$ cat src/rtl/sync_fifo_level.sv
// sync_fifo_level: single-clock FIFO with registered count/level flags, flush and sticky overflow/underflow; ports clk, rst_n, flush, wr_en/din, rd_en/dout, clr_err, count, full/empty/almost_full/almost_empty, overflow/underflow; define FIFO_FWFT_EN for first-word-fall-through dout
module sync_fifo_level #(
  parameter int DATA_WIDTH   = 8,
  parameter int ADDR_WIDTH   = 4,
  parameter int AFULL_LEVEL  = 12,
  parameter int AEMPTY_LEVEL = 2
) (
  input  logic                  clk,
  input  logic                  rst_n,
  input  logic                  flush,
  input  logic                  wr_en,
  input  logic [DATA_WIDTH-1:0] din,
  input  logic                  rd_en,
  input  logic                  clr_err,
  output logic [DATA_WIDTH-1:0] dout,
  output logic [ADDR_WIDTH:0]   count,
  output logic                  full,
  output logic                  empty,
  output logic                  almost_full,
  output logic                  almost_empty,
  output logic                  overflow,
  output logic                  underflow
);
  localparam int DEPTH = 1 << ADDR_WIDTH;
  localparam logic [ADDR_WIDTH:0] DEPTH_L = (ADDR_WIDTH+1)'(DEPTH);
  localparam logic [ADDR_WIDTH:0] AF_L = (ADDR_WIDTH+1)'(AFULL_LEVEL);
  localparam logic [ADDR_WIDTH:0] AE_L = (ADDR_WIDTH+1)'(AEMPTY_LEVEL);
  logic [DATA_WIDTH-1:0] mem [DEPTH];
  logic [ADDR_WIDTH:0] wr_ptr, rd_ptr, count_nxt;
  logic wa, ra, unused_ptr_msb;
  assign wa = wr_en & ~full & ~flush;
  assign ra = rd_en & ~empty & ~flush;
  assign unused_ptr_msb = wr_ptr[ADDR_WIDTH] ^ rd_ptr[ADDR_WIDTH];
  always_comb begin
    count_nxt = flush ? '0 : count + (ADDR_WIDTH+1)'(wa) - (ADDR_WIDTH+1)'(ra);
  end
  always_ff @(posedge clk) begin
    if (wa) mem[wr_ptr[ADDR_WIDTH-1:0]] <= din;
  end
  always_ff @(posedge clk or negedge rst_n) begin
    if (!rst_n) begin
      wr_ptr       <= '0;
      rd_ptr       <= '0;
      count        <= '0;
      full         <= 1'b0;
      empty        <= 1'b1;
      almost_full  <= 1'b0;
      almost_empty <= 1'b1;
      overflow     <= 1'b0;
      underflow    <= 1'b0;
    end else begin
      wr_ptr       <= flush ? '0 : wr_ptr + (ADDR_WIDTH+1)'(wa);
      rd_ptr       <= flush ? '0 : rd_ptr + (ADDR_WIDTH+1)'(ra);
      count        <= count_nxt;
      full         <= count_nxt == DEPTH_L;
      empty        <= count_nxt == '0;
      almost_full  <= count_nxt >= AF_L;
      almost_empty <= count_nxt <= AE_L;
      overflow     <= (wr_en & full & ~flush) | (overflow & ~clr_err);
      underflow    <= (rd_en & empty & ~flush) | (underflow & ~clr_err);
    end
  end
`ifdef FIFO_FWFT_EN
  assign dout = empty ? '0 : mem[rd_ptr[ADDR_WIDTH-1:0]];
`else
  always_ff @(posedge clk or negedge rst_n) begin
    if (!rst_n) dout <= '0;
    else if (ra) dout <= mem[rd_ptr[ADDR_WIDTH-1:0]];
  end
`endif
endmodule
$ cat config.mk
export PLATFORM = sky130hd
export DESIGN_NAME = sync_fifo_level
export DESIGN_NICKNAME = d
export VERILOG_FILES = /design/src/rtl/sync_fifo_level.sv
export SDC_FILE = /design/constraint.sdc
export NUM_CORES = 1
export LEC_CHECK = 0
export ABC_AREA = 0
export CORE_MARGIN = 2
export CORE_UTILIZATION = 45
export CTS_BUF_LIST = sky130_fd_sc_hd__clkbuf_8
export CTS_CLUSTER_DIAMETER = 150
export DETAILED_ROUTE_END_ITERATION = 10
export MAX_ROUTING_LAYER = met4
export PLACE_DENSITY_LB_ADDON = 0.2
export SKIP_CTS_REPAIR_TIMING = 1
export SLEW_MARGIN = 0
export SYNTH_ARGS = -nofsm -noshare
export SYNTH_HDL_FRONTEND = slang
export SYNTH_SLANG_ARGS = --single-unit
$ cat constraint.sdc
create_clock -name clk -period 3.5 [get_ports clk]
set_input_delay 0.35 -clock clk [delete_from_list [all_inputs] [get_ports clk]]
set_output_delay 0.35 -clock clk [all_outputs]
set_load 0.01 [all_outputs]
==> results.json, run 1 <==
{
  "cts_tree": "done",
  "root_buffer": "clkbuf_8",
  "peakVddDrop_mv": 0.223,
  "core-area_sq_mm": 0.0138,
  "ctsLongestPathBuffers": 2,
  "power_density_mw_per_mm2": 599,
  "cp_max_fo": 3,
  "yosys.area.top_type_share_pct": 60.7,
  "num_vias": 3168,
  "yosys.area.top_type": "edfxtp_1",
  "rsz0062_at_grt": "no",
  "placement.io_buffers": 32,
  "clk_latency_ns": 0.45,
  "hold_class": "in -> async",
  "critPathCaptureType": "flop",
  "nNetsFinal": 423,
  "cts_made_buffers": 17,
  "drv_cap": 0,
  "critPathKind": "reg -> reg",
  "period_share_pct": 86.7,
  "clk_pin_slew_ns": 0.08,
  "fin_area_sq_mm": 0.00732,
  "skew_ns": 0.00964,
  "cp.arrival_ns": 3.36,
  "hold_viol": 0,
  "grt_pass1_vias": 3253,
  "syn-instance-count": 341,
  "diodes": 0,
  "fin_ws_ns": 0.467,
  "grt_overflow": 0,
  "cts.sinks": 155,
  "period_needed_ns": 3.03,
  "area_delta_synth_final_pct": 15.6,
  "setup_viol": 0,
  "p_sw_mw": 1.07,
  "synth.avg_cell_area_sq_um": 18.6,
  "seqPwrFrac_pct": 50.5,
  "die_x_um": 123,
  "drive_gt1_share_pct": 21.2,
  "grt.total_usage_pct": 18.7,
  "leakage_nw": 2.52,
  "drc": 0,
  "relSlewSlack_pct": 37.2,
  "pre_cts_slack_ns": 0.0460,
  "cp-start-kind": "flop",
  "fp-row-count": 43,
  "yosysWarningCount": 0,
  "ys_top_cells_by_area": "edfxtp_1 61%, dfrtp_1 9.9%, mux4_1 5.8%",
  "outcome": "complete, no violations",
  "io_pins": 33,
  "dr.pass1.iters": 5,
  "drt_wl_total_mm": 12.3,
  "die_h_um": 123,
  "syn_nets": 364,
  "swShare_pct": 24.4,
  "p_clk_share_pct": 31.6,
  "dpl_cell_area_sq_mm": 0.00690,
  "syn_area_sq_mm": 0.00633,
  "start_util_pct": 45.8,
  "grt_antenna_before_repair": 0,
  "crit_chain": "or3b_2 > nand2_1 > nand2_1 > ha_1 > fa_1 > a21o_1 > a21oi_1 > mux2_2 > a2111oi_0",
  "viasPerCell": 5.36,
  "cp_common_cell": "nand2_1",
  "path_buf_inv": 0,
  "synth_seq_area_share_pct": 71.5,
  "combPwrFrac_pct": 17.9,
  "grt_pass1_wl_mm": 19.0,
  "drt-initial-drc-count": 227,
  "yosysUniqueCellTypes": 40,
  "worstMarginPinSlew_ns": 0.939,
  "ys_ff_latch": 155,
  "place_congestion": 0.766,
  "crit_slowest_cell": "or3b_2",
  "setup_tns_ns": 0,
  "htree_levels": 4,
  "detail-route-antenna-nets": 0,
  "cpLargestDelayFamily": "compound AO/OA/AOI/OAI gates",
  "required_ns": 3.83,
  "drv_slew": 0,
  "slowest_delay_ns": 0.49,
  "wl_per_cell_um": 20.8,
  "hpwl_mm": 7.84,
  "p_int_mw": 3.31,
  "timing.fmax_ghz": 0.330,
  "grt_max_degree": 38,
  "dieArea_sq_mm": 0.0150
}
==> stage by stage <==
| stage | total power [mW] | std cells | util [%] | hold WS (ns) |
|---|---|---|---|---|
| after floorplan | 2.70 | 341 | - | 0.0544 |
| after global placement | 3.03 | 561 | 49.9 | 0.518 |
| after detailed placement | 3.05 | 561 | 49.9 | 0.528 |
| after CTS | 4.42 | 591 | 52.9 | 0.424 |
| after global routing | 4.58 | 591 | 52.9 | 0.458 |
| final | 4.38 | 591 | 52.9 | 0.419 |
==> Yosys cell counts (all sizes together) <==
cell / instances
a31o: 1
dfrtp: 25
nor3: 5
xnor2: 3
nor2: 23
clkbuf: 7
nand2b: 2
or3: 1
a2111oi: 1
fa: 1
mux2i: 7
or3b: 2
a21o: 3
ha: 8
a21oi: 3
mux4: 29
buf: 10
a32oi: 2
o21ai: 15
and2b: 3
inv: 8
nand3b: 2
nand2: 8
xor2: 5
nor2b: 13
nand3: 5
a22oi: 7
edfxtp: 128
dfstp: 2
o2bb2ai: 1
nor4bb: 1
mux2: 9
and2: 1
==> routing by layer <==
metal | GRT usage (%) | vias up | wire, um
met4 | 7.97 | 0 | 248
met2 | 28.7 | 86 | 6030
met1 | 24.0 | 1614 | 5350
met3 | 4.41 | 16 | 680
met5 | - | - | 0
li1 | - | 1452 | -
==> worst reg2reg max path: stages (launching register included) <==
cell and delay [ns]:
dfrtp_1 0.40, or3b_2 0.49, nand2_1 0.14, nand2_1 0.08, ha_1 0.21, fa_1 0.41, a21o_1 0.18, a21oi_1 0.22
mux2_2 0.39, a2111oi_0 0.39
==> registers in the layout, indices dropped and copies added (netlist names) <==
| register | cells |
|---|---|
| almost_empty | 1 |
| almost_full | 1 |
| count | 5 |
| dout | 8 |
| empty | 1 |
| full | 1 |
| mem | 128 |
| overflow | 1 |
| rd_ptr | 4 |
| underflow | 1 |
| wr_ptr | 4 |
==> cell usage in the layout, fill, tap and decap left out, drive strengths merged, types with 7 or more instances in the layout <==
cell	synthesis	layout
edfxtp	128	128
nor2	23	23
ha	8	8
inv	8	9
mux2i	7	7
buf	10	25
dfrtp	25	25
clkbuf	7	17
mux4	29	29
clkdlybuf4s50	0	32
mux2	9	9
o21ai	15	15
nor2b	13	13
nand2	8	8
a22oi	7	7
==> logic make-up after synthesis <==
family                   share of synthesized area, %
XOR/XNOR                                         1.11
flip-flops                                       71.5
buffers and inverters                            2.99
AND/OR/NAND/NOR                                  5.40
adder cells (fa/ha/maj)                          1.90
multiplexers                                     13.9
AO/OA/AOI/OAI                                    3.30
==> power groups by stage <==
stage,registers [mW],clock network (mW),logic [mW]
final,2.21,1.39,0.784
after global routing,2.23,1.49,0.862
after CTS,2.22,1.42,0.794
after detailed placement,2.26,0,0.792
after global placement,2.25,0,0.776
after floorplan,2.26,0,0.446
==> layout make-up <==
type | count | area, sq um
fillers | 1088 | 6510
flip-flops and latches | 155 | 4520
multi-input cells | 161 | 1620
repair buffers | 57 | 508
clock buffers | 17 | 234
well taps | 180 | 225
clock inverters | 13 | 179
inverters | 8 | 30.0
==> final timing paths <==
kind / start / endpoint / slack, ns / cells past startpoint
max in group asynchronous: rst_n / wr_ptr[3] / 2.39 / 2
min in group clk: clr_err / underflow / 0.52 / 2
max reg2reg: full / almost_empty / 0.47 / 9
min: rst_n / full / 0.42 / 1
min reg2reg: underflow / underflow / 0.53 / 2
max: full / almost_empty / 0.47 / 9
No activity file was read; power rests on OpenSTA's default activity.
==> run 2, diff against run 1 <==
--- a/config.mk
+++ b/config.mk
@@ -8,7 +8,7 @@
 export ABC_AREA = 0
 export CORE_MARGIN = 2
 export CORE_UTILIZATION = 45
-export CTS_BUF_LIST = sky130_fd_sc_hd__clkbuf_8
+export CTS_BUF_LIST = sky130_fd_sc_hd__clkbuf_16
 export CTS_CLUSTER_DIAMETER = 150
 export DETAILED_ROUTE_END_ITERATION = 10
 export MAX_ROUTING_LAYER = met4
==> results.json, run 2 (synthesis gave the netlist of run 1 again) <==
{
  "crit_chain": "or3b_2 > nand2_1 > nand2_1 > ha_1 > fa_1 > a21o_1 > a21oi_1 > mux2_2 > a2111oi_0",
  "outcome": "complete, no violations",
  "num_vias": 3199,
  "die_x_um": 123,
  "cts_made_buffers": 17,
  "drive_gt1_share_pct": 21.2,
  "mostFrequentLayoutCells": "128 x edfxtp_1, 32 x clkdlybuf4s50_1, 25 x buf_4",
  "root_buffer": "clkbuf_16",
  "critPathKind": "reg -> reg",
  "drv_cap": 0,
  "largest_reg_flops": 128,
  "grt_pass1_wl_mm": 19.2,
  "worstSetupStartpoint": "full",
  "hpwl_mm": 7.84,
  "fin_area_sq_mm": 0.00751,
  "grt_antenna_before_repair": 0,
  "fp-row-count": 43,
  "power_density_mw_per_mm2": 649,
  "core-area_sq_mm": 0.0138,
  "clk_pin_slew_ns": 0.06,
  "drv_slew": 0,
  "setup_tns_ns": 0,
  "grt.total_usage_pct": 18.9,
  "leakage_nw": 2.60,
  "setup_viol": 0,
  "grt_overflow": 0,
  "slowest_delay_ns": 0.49,
  "cts.sinks": 155,
  "viasPerCell": 5.41,
  "drt-initial-drc-count": 213,
  "diodes": 0,
  "wl_per_cell_um": 21.3,
  "area_delta_synth_final_pct": 18.6,
  "ctsLongestPathBuffers": 2,
  "period_share_pct": 86.7,
  "hold_class": "in -> async",
  "start_util_pct": 45.8,
  "place_congestion": 0.766,
  "cp.arrival_ns": 3.33,
  "grt_pass1_vias": 3305,
  "p_sw_mw": 1.14,
  "io_pins": 33,
  "p_clk_share_pct": 38.4,
  "dr.pass1.iters": 4,
  "worstMarginPinSlew_ns": 0.953,
  "r2r-start": "full",
  "drc": 0,
  "clk_latency_ns": 0.42,
  "combPwrFrac_pct": 16.2,
  "hold_viol": 0,
  "htree_levels": 4,
  "crit_slowest_cell": "or3b_2",
  "dpl_cell_area_sq_mm": 0.00690,
  "cp-start-kind": "flop",
  "grt_max_degree": 38,
  "swShare_pct": 23.4,
  "rsz0062_at_grt": "no",
  "p_int_mw": 3.73,
  "die_h_um": 123,
  "peakVddDrop_mv": 0.326,
  "timing.fmax_ghz": 0.330,
  "layout_commonest_cell": "edfxtp_1",
  "detail-route-antenna-nets": 0,
  "placement.io_buffers": 32,
  "r2r_cells": 9,
  "cp_max_fo": 3,
  "relSlewSlack_pct": 36.3,
  "nNetsFinal": 423,
  "drt_wl_total_mm": 12.6,
  "dieArea_sq_mm": 0.0150,
  "required_ns": 3.80,
  "critPathCaptureType": "flop",
  "cp_common_cell": "nand2_1",
  "seqPwrFrac_pct": 45.5,
  "cts_tree": "done",
  "skew_ns": 0.0101,
  "period_needed_ns": 3.03
}
-- run 2: cell types whose count changed in the layout (fill, tap and decap cells not counted) --
| cell | previous run | this run |
|---|---|---|
| clkbuf_16 | 0 | 17 |
| clkbuf_8 | 17 | 0 |
-- run 2: final timing paths --
| check | slack (ns) | endpoint |
|---|---|---|
| hold / removal | 0.46 | rd_ptr[0] |
| setup reg to reg | 0.47 | almost_empty |
| hold reg to reg | 0.53 | underflow |
| setup / recovery | 0.47 | almost_empty |
| max in group asynchronous | 2.36 | wr_ptr[3] |
| min in group clk | 0.53 | underflow |
-- run 2: layout make-up --
| cell class | instances | area, sq um |
|---|---|---|
| fillers | 1072 | 6320 |
| flip-flops and latches | 155 | 4520 |
| multi-input cells | 161 | 1620 |
| repair buffers | 57 | 508 |
| clock buffers | 17 | 425 |
| well taps | 180 | 225 |
| clock inverters | 13 | 179 |
| inverters | 8 | 30.0 |
-- run 2: power groups by stage --
| stage | clock, mW | sequential (mW) | combinational [mW] |
|---|---|---|---|
| 6_report | 1.87 | 2.21 | 0.788 |
| 5_1_grt | 1.98 | 2.23 | 0.863 |
| 4_1_cts | 1.90 | 2.22 | 0.796 |
| 3_5_place_dp | 0 | 2.26 | 0.792 |
| 3_3_place_gp | 0 | 2.25 | 0.776 |
| 2_1_floorplan | 0 | 2.26 | 0.446 |
-- run 2: worst max-delay path: cells and delay by family, from the launching register on --
kind	cells	cell delay, ns
AND/OR/NAND/NOR	3	0.70
AO/OA/AOI/OAI	3	0.79
multiplexers	1	0.39
adder cells (fa/ha/maj)	2	0.62
flip-flops	1	0.39
-- run 2: per-layer routing --
layer	wire, um	GRT usage [%]
met2	6170	29.1
met5	0	-
met3	775	4.32
met4	268	8.05
met1	5350	24.4
-- run 2: per-stage QoR --
stage | utilization (%) | cells | power [mW] | worst slack, ns | hold WS [ns]
3_3_place_gp | 49.9 | 561 | 3.03 | 0.0830 | 0.518
2_1_floorplan | - | 341 | 2.70 | 0.598 | 0.0544
4_1_cts | 54.3 | 591 | 4.92 | 0.453 | 0.463
6_report | 54.3 | 591 | 4.87 | 0.467 | 0.457
5_1_grt | 54.3 | 591 | 5.07 | 0.302 | 0.510
3_5_place_dp | 49.9 | 561 | 3.05 | 0.0460 | 0.528
